File: src/rtl/fetch_pc_stack_pkg.sv
// Shared constants, encodings and helpers for the fetch stage and its return stack.
// Optional build macro: STACK_ERR_EN (sticky overflow/underflow flags).
package fetch_pc_stack_pkg;

    localparam int PC_W        = 12;
    localparam int INSTR_W     = 19;
    localparam int STACK_DEPTH = 8;
    localparam int SP_W        = $clog2(STACK_DEPTH);
    localparam int DEPTH_W     = SP_W + 1;

    localparam logic [1:0] SEL_BRANCH = 2'b00;
    localparam logic [1:0] SEL_NEXT   = 2'b01;
    localparam logic [1:0] SEL_JUMP   = 2'b10;

    localparam int JUMP_MSB = 11;
    localparam int JUMP_LSB = 0;
    localparam int BR_MSB   = 7;
    localparam int BR_LSB   = 0;

    localparam logic [DEPTH_W-1:0] DEPTH_FULL = DEPTH_W'(STACK_DEPTH);

    typedef enum logic [1:0] {
        ST_EMPTY   = 2'b00,
        ST_PARTIAL = 2'b01,
        ST_FULL    = 2'b10
    } stack_state_e;

    function automatic logic [PC_W-1:0] sext_offset(input logic [BR_MSB-BR_LSB:0] off);
        return {{(PC_W-(BR_MSB-BR_LSB+1)){off[BR_MSB-BR_LSB]}}, off};
    endfunction

endpackage

File: src/rtl/fetch_pc_stack_if.sv
// Controller-side bus of the fetch stage; master = controller/imem side, slave = fetch stage.
// Optional build macro: STACK_ERR_EN adds stackOverflow/stackUnderflow.
interface fetch_pc_stack_if;
    import fetch_pc_stack_pkg::*;

    logic                enablePC;
    logic [1:0]          selectAdress;
    logic                push;
    logic                pop;
    logic                RET;
    logic [INSTR_W-1:0]  instrIn;
    logic [PC_W-1:0]     pc;
    logic [INSTR_W-1:0]  allBits;
    logic [DEPTH_W-1:0]  stackDepth;
`ifdef STACK_ERR_EN
    logic                stackOverflow;
    logic                stackUnderflow;
`endif

    modport master (
        output enablePC, selectAdress, push, pop, RET, instrIn,
        input  pc, allBits, stackDepth
`ifdef STACK_ERR_EN
        , input stackOverflow, stackUnderflow
`endif
    );

    modport slave (
        input  enablePC, selectAdress, push, pop, RET, instrIn,
        output pc, allBits, stackDepth
`ifdef STACK_ERR_EN
        , output stackOverflow, stackUnderflow
`endif
    );

endinterface

File: src/rtl/fetch_pc_stack_return_stack.sv
// Hardware return-address LIFO: storage, stack pointer, depth FSM and optional error flags.
// Optional build macro: STACK_ERR_EN (drop push on full / sticky flags).
module return_stack
    import fetch_pc_stack_pkg::*;
(
    input  logic               i_clk,
    input  logic               i_rst,
    input  logic               i_push,
    input  logic               i_pop,
    input  logic [PC_W-1:0]    i_wdata,
    output logic [PC_W-1:0]    o_top,
    output logic [DEPTH_W-1:0] o_depth
`ifdef STACK_ERR_EN
    ,
    output logic               o_overflow,
    output logic               o_underflow
`endif
);

    logic [PC_W-1:0]    r_mem [STACK_DEPTH];
    logic [SP_W-1:0]    r_sp;
    logic [DEPTH_W-1:0] r_depth;
    stack_state_e       r_state;
`ifdef STACK_ERR_EN
    logic               r_ovf;
    logic               r_unf;
    logic               w_ovf_set;
    logic               w_unf_set;
`endif

    logic [SP_W-1:0]    w_sp_m1;
    logic               w_wr_en;
    logic [SP_W-1:0]    w_wr_addr;
    logic [SP_W-1:0]    w_sp_nxt;
    logic [DEPTH_W-1:0] w_depth_nxt;
    stack_state_e       w_state_nxt;

    assign w_sp_m1 = r_sp - SP_W'(1);

    // Empty-stack read yields 0, or the fall-through address when error handling is built in.
    always_comb begin
        if (r_state == ST_EMPTY) begin
`ifdef STACK_ERR_EN
            o_top = i_wdata;
`else
            o_top = {PC_W{1'b0}};
`endif
        end else begin
            o_top = r_mem[w_sp_m1];
        end
    end

    // Next-state decode for pointer, depth, write port and flags.
    always_comb begin
        w_wr_en     = 1'b0;
        w_wr_addr   = r_sp;
        w_sp_nxt    = r_sp;
        w_depth_nxt = r_depth;
`ifdef STACK_ERR_EN
        w_ovf_set   = 1'b0;
        w_unf_set   = 1'b0;
`endif
        case ({i_push, i_pop})
            2'b10: begin
                if (r_state != ST_FULL) begin
                    w_wr_en     = 1'b1;
                    w_sp_nxt    = r_sp + SP_W'(1);
                    w_depth_nxt = r_depth + DEPTH_W'(1);
                end else begin
`ifdef STACK_ERR_EN
                    w_ovf_set   = 1'b1;
`else
                    // sp already points at the oldest entry when full
                    w_wr_en     = 1'b1;
                    w_sp_nxt    = r_sp + SP_W'(1);
`endif
                end
            end
            2'b01: begin
                if (r_state != ST_EMPTY) begin
                    w_sp_nxt    = w_sp_m1;
                    w_depth_nxt = r_depth - DEPTH_W'(1);
                end else begin
`ifdef STACK_ERR_EN
                    w_unf_set   = 1'b1;
`endif
                end
            end
            2'b11: begin
                if (r_state != ST_EMPTY) begin
                    w_wr_en     = 1'b1;
                    w_wr_addr   = w_sp_m1;
                end else begin
                    w_wr_en     = 1'b1;
                    w_sp_nxt    = r_sp + SP_W'(1);
                    w_depth_nxt = r_depth + DEPTH_W'(1);
                end
            end
            default: begin
                w_wr_en     = 1'b0;
            end
        endcase

        if (w_depth_nxt == {DEPTH_W{1'b0}}) begin
            w_state_nxt = ST_EMPTY;
        end else if (w_depth_nxt == DEPTH_FULL) begin
            w_state_nxt = ST_FULL;
        end else begin
            w_state_nxt = ST_PARTIAL;
        end
    end

    // Stack registers and depth FSM.
    always_ff @(posedge i_clk) begin
        if (i_rst) begin
            for (int i = 0; i < STACK_DEPTH; i++) begin
                r_mem[i] <= {PC_W{1'b0}};
            end
            r_sp    <= {SP_W{1'b0}};
            r_depth <= {DEPTH_W{1'b0}};
            r_state <= ST_EMPTY;
`ifdef STACK_ERR_EN
            r_ovf   <= 1'b0;
            r_unf   <= 1'b0;
`endif
        end else begin
            if (w_wr_en) begin
                r_mem[w_wr_addr] <= i_wdata;
            end
            r_sp    <= w_sp_nxt;
            r_depth <= w_depth_nxt;
            r_state <= w_state_nxt;
`ifdef STACK_ERR_EN
            r_ovf   <= r_ovf | w_ovf_set;
            r_unf   <= r_unf | w_unf_set;
`endif
        end
    end

    assign o_depth = r_depth;
`ifdef STACK_ERR_EN
    assign o_overflow  = r_ovf;
    assign o_underflow = r_unf;
`endif

endmodule

File: src/rtl/fetch_pc_stack.sv
// Instruction-fetch stage: PC register, next-PC mux and return-stack control.
// Optional build macro: STACK_ERR_EN (exposes stackOverflow/stackUnderflow).
module fetch_pc_stack
    import fetch_pc_stack_pkg::*;
(
    input  logic              clock,
    input  logic              reset,
    fetch_pc_stack_if.slave   bus
);

    logic [PC_W-1:0] r_pc;
    logic [PC_W-1:0] w_pc_plus1;
    logic [PC_W-1:0] w_branch;
    logic [PC_W-1:0] w_jump;
    logic [PC_W-1:0] w_top;
    logic [PC_W-1:0] w_pc_nxt;
    logic            w_push;
    logic            w_pop;

    assign w_pc_plus1 = r_pc + PC_W'(1);
    assign w_branch   = w_pc_plus1 + sext_offset(bus.instrIn[BR_MSB:BR_LSB]);
    assign w_jump     = bus.instrIn[JUMP_MSB:JUMP_LSB];
    assign w_push     = bus.enablePC & bus.push;
    assign w_pop      = bus.enablePC & bus.pop;

    // Next-PC select: return beats jump beats branch beats fall-through.
    always_comb begin
        w_pc_nxt = w_pc_plus1;
        if (bus.RET) begin
            w_pc_nxt = w_top;
        end else begin
            case (bus.selectAdress)
                SEL_JUMP:   w_pc_nxt = w_jump;
                SEL_BRANCH: w_pc_nxt = w_branch;
                SEL_NEXT:   w_pc_nxt = w_pc_plus1;
                default:    w_pc_nxt = w_pc_plus1;
            endcase
        end
    end

    // Program counter register.
    always_ff @(posedge clock) begin
        if (reset) begin
            r_pc <= {PC_W{1'b0}};
        end else if (bus.enablePC) begin
            r_pc <= w_pc_nxt;
        end else begin
            r_pc <= r_pc;
        end
    end

    return_stack u_stack (
        .i_clk       (clock),
        .i_rst       (reset),
        .i_push      (w_push),
        .i_pop       (w_pop),
        .i_wdata     (w_pc_plus1),
        .o_top       (w_top),
        .o_depth     (bus.stackDepth)
`ifdef STACK_ERR_EN
        ,
        .o_overflow  (bus.stackOverflow),
        .o_underflow (bus.stackUnderflow)
`endif
    );

    assign bus.pc      = r_pc;
    assign bus.allBits = bus.instrIn;

endmodule

File: src/flat_wrapper.sv
// flat-port wrapper written by rule: the top's interface ports become plain ports
module fetch_pc_stack_flat import fetch_pc_stack_pkg::*;
  (clock, reset, bus_enablePC, bus_selectAdress, bus_push, bus_pop, bus_RET, bus_instrIn, bus_pc, bus_allBits, bus_stackDepth);
  fetch_pc_stack_if bus_i ();
  input  logic clock;
  input  logic reset;
  input wire logic [$bits(bus_i.enablePC)-1:0] bus_enablePC;
  input wire logic [$bits(bus_i.selectAdress)-1:0] bus_selectAdress;
  input wire logic [$bits(bus_i.push)-1:0] bus_push;
  input wire logic [$bits(bus_i.pop)-1:0] bus_pop;
  input wire logic [$bits(bus_i.RET)-1:0] bus_RET;
  input wire logic [$bits(bus_i.instrIn)-1:0] bus_instrIn;
  output wire logic [$bits(bus_i.pc)-1:0] bus_pc;
  output wire logic [$bits(bus_i.allBits)-1:0] bus_allBits;
  output wire logic [$bits(bus_i.stackDepth)-1:0] bus_stackDepth;
  assign bus_i.enablePC = bus_enablePC;
  assign bus_i.selectAdress = bus_selectAdress;
  assign bus_i.push = bus_push;
  assign bus_i.pop = bus_pop;
  assign bus_i.RET = bus_RET;
  assign bus_i.instrIn = bus_instrIn;
  assign bus_pc = bus_i.pc;
  assign bus_allBits = bus_i.allBits;
  assign bus_stackDepth = bus_i.stackDepth;
  fetch_pc_stack u_core (.clock(clock), .reset(reset), .bus(bus_i));
endmodule
File: config.mk
export PLATFORM = sky130hd
export DESIGN_NAME = fetch_pc_stack_flat
export DESIGN_NICKNAME = d
export VERILOG_FILES = /design/src/rtl/fetch_pc_stack_pkg.sv /design/src/rtl/fetch_pc_stack_if.sv /design/src/rtl/fetch_pc_stack_return_stack.sv /design/src/rtl/fetch_pc_stack.sv /design/src/flat_wrapper.sv
export SDC_FILE = /design/constraint.sdc
export NUM_CORES = 1
export LEC_CHECK = 0
export CAP_MARGIN = 15
export CORE_ASPECT_RATIO = 1.4
export CORE_MARGIN = 4
export CORE_UTILIZATION = 45
export CTS_CLUSTER_DIAMETER = 50
export CTS_CLUSTER_SIZE = 10
export DETAILED_ROUTE_END_ITERATION = 8
export PLACE_DENSITY = 0.67
export SLEW_MARGIN = 20
export SYNTH_ARGS = -nofsm -noshare
export SYNTH_HDL_FRONTEND = slang
export SYNTH_SLANG_ARGS = --single-unit
File: constraint.sdc
create_clock -name clock -period 5.1 [get_ports clock]
set_input_delay 1.53 -clock clock [delete_from_list [all_inputs] [get_ports clock]]
set_output_delay 1.53 -clock clock [all_outputs]
set_load 0.1 [all_outputs]
; ---- Word level (Yosys, flattened, before mapping)
; Memory sizes are Yosys's and may differ from the RTL's.
; Index checks and enable logic that the tools add are counted.
[classes]
n_mux = 21
bitwise = 2
n_reduce_logical = 9
n_addsub = 6
eq_ne = 7
[op_table]
columns = cell, count
row1 = two-way mux 12 bit, 3
row2 = case mux 12 bit (2 select lines), 1
row3 = adder 12 x 1 -> 12 bit (second input constant), 1
row4 = adder 12 bit, 1
row5 = two-way mux 3 bit, 4
row6 = two-way mux 4 bit, 3
row7 = case mux 4 bit (3 select lines), 1
row8 = OR reduction 12 bit, 1
row9 = case mux 3 bit (3 select lines), 1
row10 = two-way mux 1 bit, 7
row11 = == test 2 bit (second input constant), 3
row12 = adder 4 x 1 -> 4 bit (second input constant), 1
row13 = == test 4 bit (second input constant), 1
row14 = zero test 2 bit, 2
row15 = zero test 4 bit, 1
row16 = inequality test 2 bit (second input constant), 2
row17 = OR reduction 2 bit, 2
row18 = subtractor 4 x 1 -> 4 bit (second input constant), 1
row19 = adder 3 x 1 -> 3 bit (second input constant), 1
row20 = nonzero test 3 bit, 1
row21 = subtractor 3 x 1 -> 3 bit (second input constant), 1
row22 = bitwise AND 1 bit, 2
row23 = == test 2 x 1 -> 1 bit (second input constant), 1
row24 = two-way mux 2 bit, 1
row25 = 2 further kinds, 2
[totals]
elab_cells = 50
output_inout_bits = 35
ramBits = 96
register_bits = 21
mem_count = 1
[memory_table]
columns = memory, words, width, rd, rd_ports_with_merged_regs, wr, line
row1 = u_core.u_stack.r_mem, 8, 12, 1, 0, 8, fetch_pc_stack_return_stack.sv:20  ; logic [PC_W-1:0] r_mem [STACK_DEPTH];

; ---- Longest topological paths before layout
[logic_depth]
word_depth = 9
mapped_depth = 12
ltp_nobuf = 11

; ---- By module
; A second synthesis with hierarchy kept.
[unflattened]
hier_cells = 621
hier_area_um2 = 6935.4
[modules_own_cells]
columns = module, n_inst, area_per_inst_um2, cells_per_inst, seq_area_each_um2
row1 = return_stack, 1, 5303.8, 402, 3062.9
row2 = fetch_pc_stack, 1, 1631.6, 219, 240.2

; ---- Worst setup path before layout
; Ideal clock, no wire load.
[synth_timing]
kind = input to register
startpoint = input bus_enablePC
endpoint = memory u_core.u_stack.r_mem[3][0], enable pin
arrival_time_ns = 3.695
stages = 10
t_required_ns = 4.741
path_slack_ns = 1.047
cell_sequence = clkbuf_1 > clkbuf_1 > and2_1 > ha_1 > buf_2 > o21ai_1 > o31ai_1 > o21ai_0 > or2_2 > nand2b_1
[synth_rtl]
columns = item, line
row1 = start: declaration, flat_wrapper.sv:7  ; input wire logic [$bits(bus_i.enablePC)-1:0] bus_enablePC;
row2 = end: declaration, fetch_pc_stack_return_stack.sv:20

; ---- Final worst setup path
[layout_timing]
startpoint = input bus_instrIn[7]
endpoint = output bus_allBits[7]
[layout_rtl]
columns = item, line
row1 = start: declaration, flat_wrapper.sv:12  ; input wire logic [$bits(bus_i.instrIn)-1:0] bus_instrIn;
row2 = end: declaration, flat_wrapper.sv:14  ; output wire logic [$bits(bus_i.allBits)-1:0] bus_allBits;
; No word-level cell between the ends.

==> metrics <==
outcome=finished, final reports clean; EDFF count, synth=96; Peak VDD IR=0.246 mV; Bufs and invs on worst path=2; initial antenna violation count=0; Sw Ratio=between 20 and 30%; RSZ-0062 raised after global routing=no; R2R cell count=10; Yosys top cell area share=44.1%; FMAX=244 MHz; Core ar.=0.0141 sq mm; Iter 0 DRT Violations=359; worst slew pin tran=1020 ps; WL final=around 15000 um; post-route setup TNS=0 ps; later-pin clock latency in the skew report=approximately 410 ps; hold-fix buffers at CTS=0; switching power=0.802 mW; CTS-repair resized insts=0; area of the multi-input gates=0.00287 sq mm; CTS Buffer Depth=2; P per Cell Area=377 mW/mm^2; die width=110 um; Reg2Reg Setup Slack=1320 ps; nets@finish=677; Worst Setup Start Kind=input pin; Max-slew headroom=31.5%; number of global-route vias before repair=4637; post-synthesis cell count=roughly 600; Reg power frac=38.6%; layout cells sized above 1=14.2%; crit-path cells=clkdlybuf4s50_1 -> buf_4; #FFs+latches synth=between 100 and 150; weighted congestion at the end of routability-driven global placement=0.881; clock network power share=41.5%; Area Growth Syn to Fin=16.3%; DRC viols=0; Internal=2.06 mW; dpl cells=a little under 800; wire per inst=18.6 um; Sink Count=117; Pre-antenna DRT Iters=4; Hold WC Path Type=flop to flop; syn avg cell area=10.9 sq um; CP required=~3600 ps; antenna cells=0; cell taking the most area after synthesis=edfxtp_1; leakage=2.85 nW; grt total ovfl=0; CTS Buf Count=17; DIE HEIGHT=151 um; largest net degree at the start of global routing=31; Initial Util=46.3%; Worst Clk Skew=11.0 ps; slowest stage delay, CP=670 ps; register area=0.00330 sq mm; number of placement rows=51; CTS tree=done; antenna-violating nets left=0; # setup viols final=0; syn_nets=652; sequential area share after synthesis=50.6%; drt via density=5.59; Critical Path Fanout Max=7; Worst-path clk slew=60 ps; critical path depth in cells=2; I/O pin cnt=62; fin crit period=between 4000 and 5000 ps; H-Tree Level Count=4; first-pass GRT wire length=24400 um; Util after Layout=53.9%; die area=0.0165 sq mm; Max-Cap Viols=0; setup bufs post-CTS=0; Crit Path Category=input pin to output pin; PortBufs=47; final hold vios=0; synth unique cells=just under 60; final cell count without fillers=825; slowest CP cell=clkdlybuf4s50_1; Post-Syn Area=around 0.0065 sq mm; delay-heaviest family, CP=buffers and inverters; endpoint class of the critical path=output pin; synth top area cells=edfxtp_1 44%, mux4_2 8.3%, nor2_1 7.8%, dfxtp_1 6.4%, ha_1 4.2%; Fillers=1201; YS warnings=0; Post-DP HPWL=11600 um; clock root buffer=clkbuf_16; Synth Flop Type=edfxtp_1; total number of vias=~4.6k; Worst EP arrival=between 2000 and 3000 ps; crit share post-route=between 80% and 90%; worst hold stages=2; Final Max Slew Viols=0; GRT Util Overall=19.6%; Logic pwr share=19.9%; Post-synth ARST share=0%
synthesized netlist by cell type (all sizes together), types with 2 or more instances:
cell and n:
nor2 135, edfxtp 96, o21ai 30, buf 27, a21oi 24, clkbuf 24
inv 24, mux4 24, ha 22, dfxtp 21, nand2 21, mux2i 16
xor2 12, nand2b 11, nand3 10, a31oi 9, nor3 9, or2 9
xnor2 8, and4 7, a21o 5, a211oi 4, and2 4, nor2b 4
o211ai 4, a22oi 3, nand4 3, o221ai 3, a2111oi 2, a211o 2
a221o 2, mux2 2, nand3b 2, nor4 2, o21bai 2, o31ai 2
or3 2
cells by family (layout without fill, tap and decap cells):
| logic type | count (synthesis) | in the layout | share of synthesized area [%] |
|---|---|---|---|
| buffers and inverters | 75 | 113 | 5.53 |
| and+or+nand+nor | 222 | 222 | 15.4 |
| DFF | 117 | 117 | 50.6 |
| adders and majority gates | 23 | 23 | 4.52 |
| muxes | 42 | 42 | 11.1 |
| AOI/OAI and AO/OA | 103 | 103 | 9.98 |
| xor gates and xnor gates | 20 | 20 | 2.91 |
flip-flops by register name, indices dropped and copies added (netlist names):
name                    count
u_core.u_stack.o_depth      4
u_core.bus.pc              12
u_core.u_stack.r_sp         3
u_core.u_stack.r_mem       96
u_core.u_stack.r_state      2
path summary, 6_finish.rpt:
kind / endpoint / start
worst min-delay path: u_core.u_stack.o_depth[3]$_SDFF_PP0_ / u_core.u_stack.o_depth[3]$_SDFF_PP0_
worst min register to register: u_core.u_stack.o_depth[3]$_SDFF_PP0_ / u_core.u_stack.o_depth[3]$_SDFF_PP0_
worst max-delay path: bus_allBits[7] / bus_instrIn[7]
worst max register to register: u_core.bus.pc[11]$_SDFFE_PP0P_ / u_core.bus.pc[0]$_SDFFE_PP0P_
layout make-up:
class / count / area share [%]
timing repair buffer: 57 / 6.78
multi-input combinational: 410 / 37.8
sequential: 117 / 43.5
clock inverter: 12 / 2.01
inverter: 24 / 1.19
clock buffer: 20 / 5.75
tap: 185 / 3.05
metal layers:
layer	track usage, %	up-vias	wire length, um
li1	-	2216	-
met1	22.6	2222	6020
met2	34.2	141	8060
met3	4.03	32	710
met4	9.73	0	567
met5	0	-	0
power by group through the flow:
stage               registers, mW  logic [mW]  clock network (mW)
detailed placement           1.12       0.570                   0
global placement             1.12       0.563                   0
CTS                          1.11       0.572                1.21
finish                       1.11       0.569                1.19
floorplan                    1.17       0.411                   0
global route                 1.11       0.613                1.25
through the flow:
stage | hold slack [ps] | power [mW] | cell area [sq um] | setup WS [ps]
finish | 507 | 2.86 | 7600 | 1010
global route | 547 | 2.97 | 7600 | 821
CTS | 503 | 2.88 | 7600 | 1000
detailed placement | 494 | 1.69 | 7010 | 635
global placement | 498 | 1.69 | 7010 | 721
floorplan | 556 | 1.58 | 6530 | 1050
cells in the final DEF (no fill, tap or decap), drive strengths merged, types with 21 or more instances in the layout:
cell           synthesis  routed
o21ai                 30      30
inv                   24      26
edfxtp                96      96
a21oi                 24      24
buf                   27      22
dfxtp                 21      21
clkdlybuf4s50          0      35
nand2                 21      21
ha                    22      22
nor2                 135     135
mux4                  24      24
(Power assumes the default switching activity.)
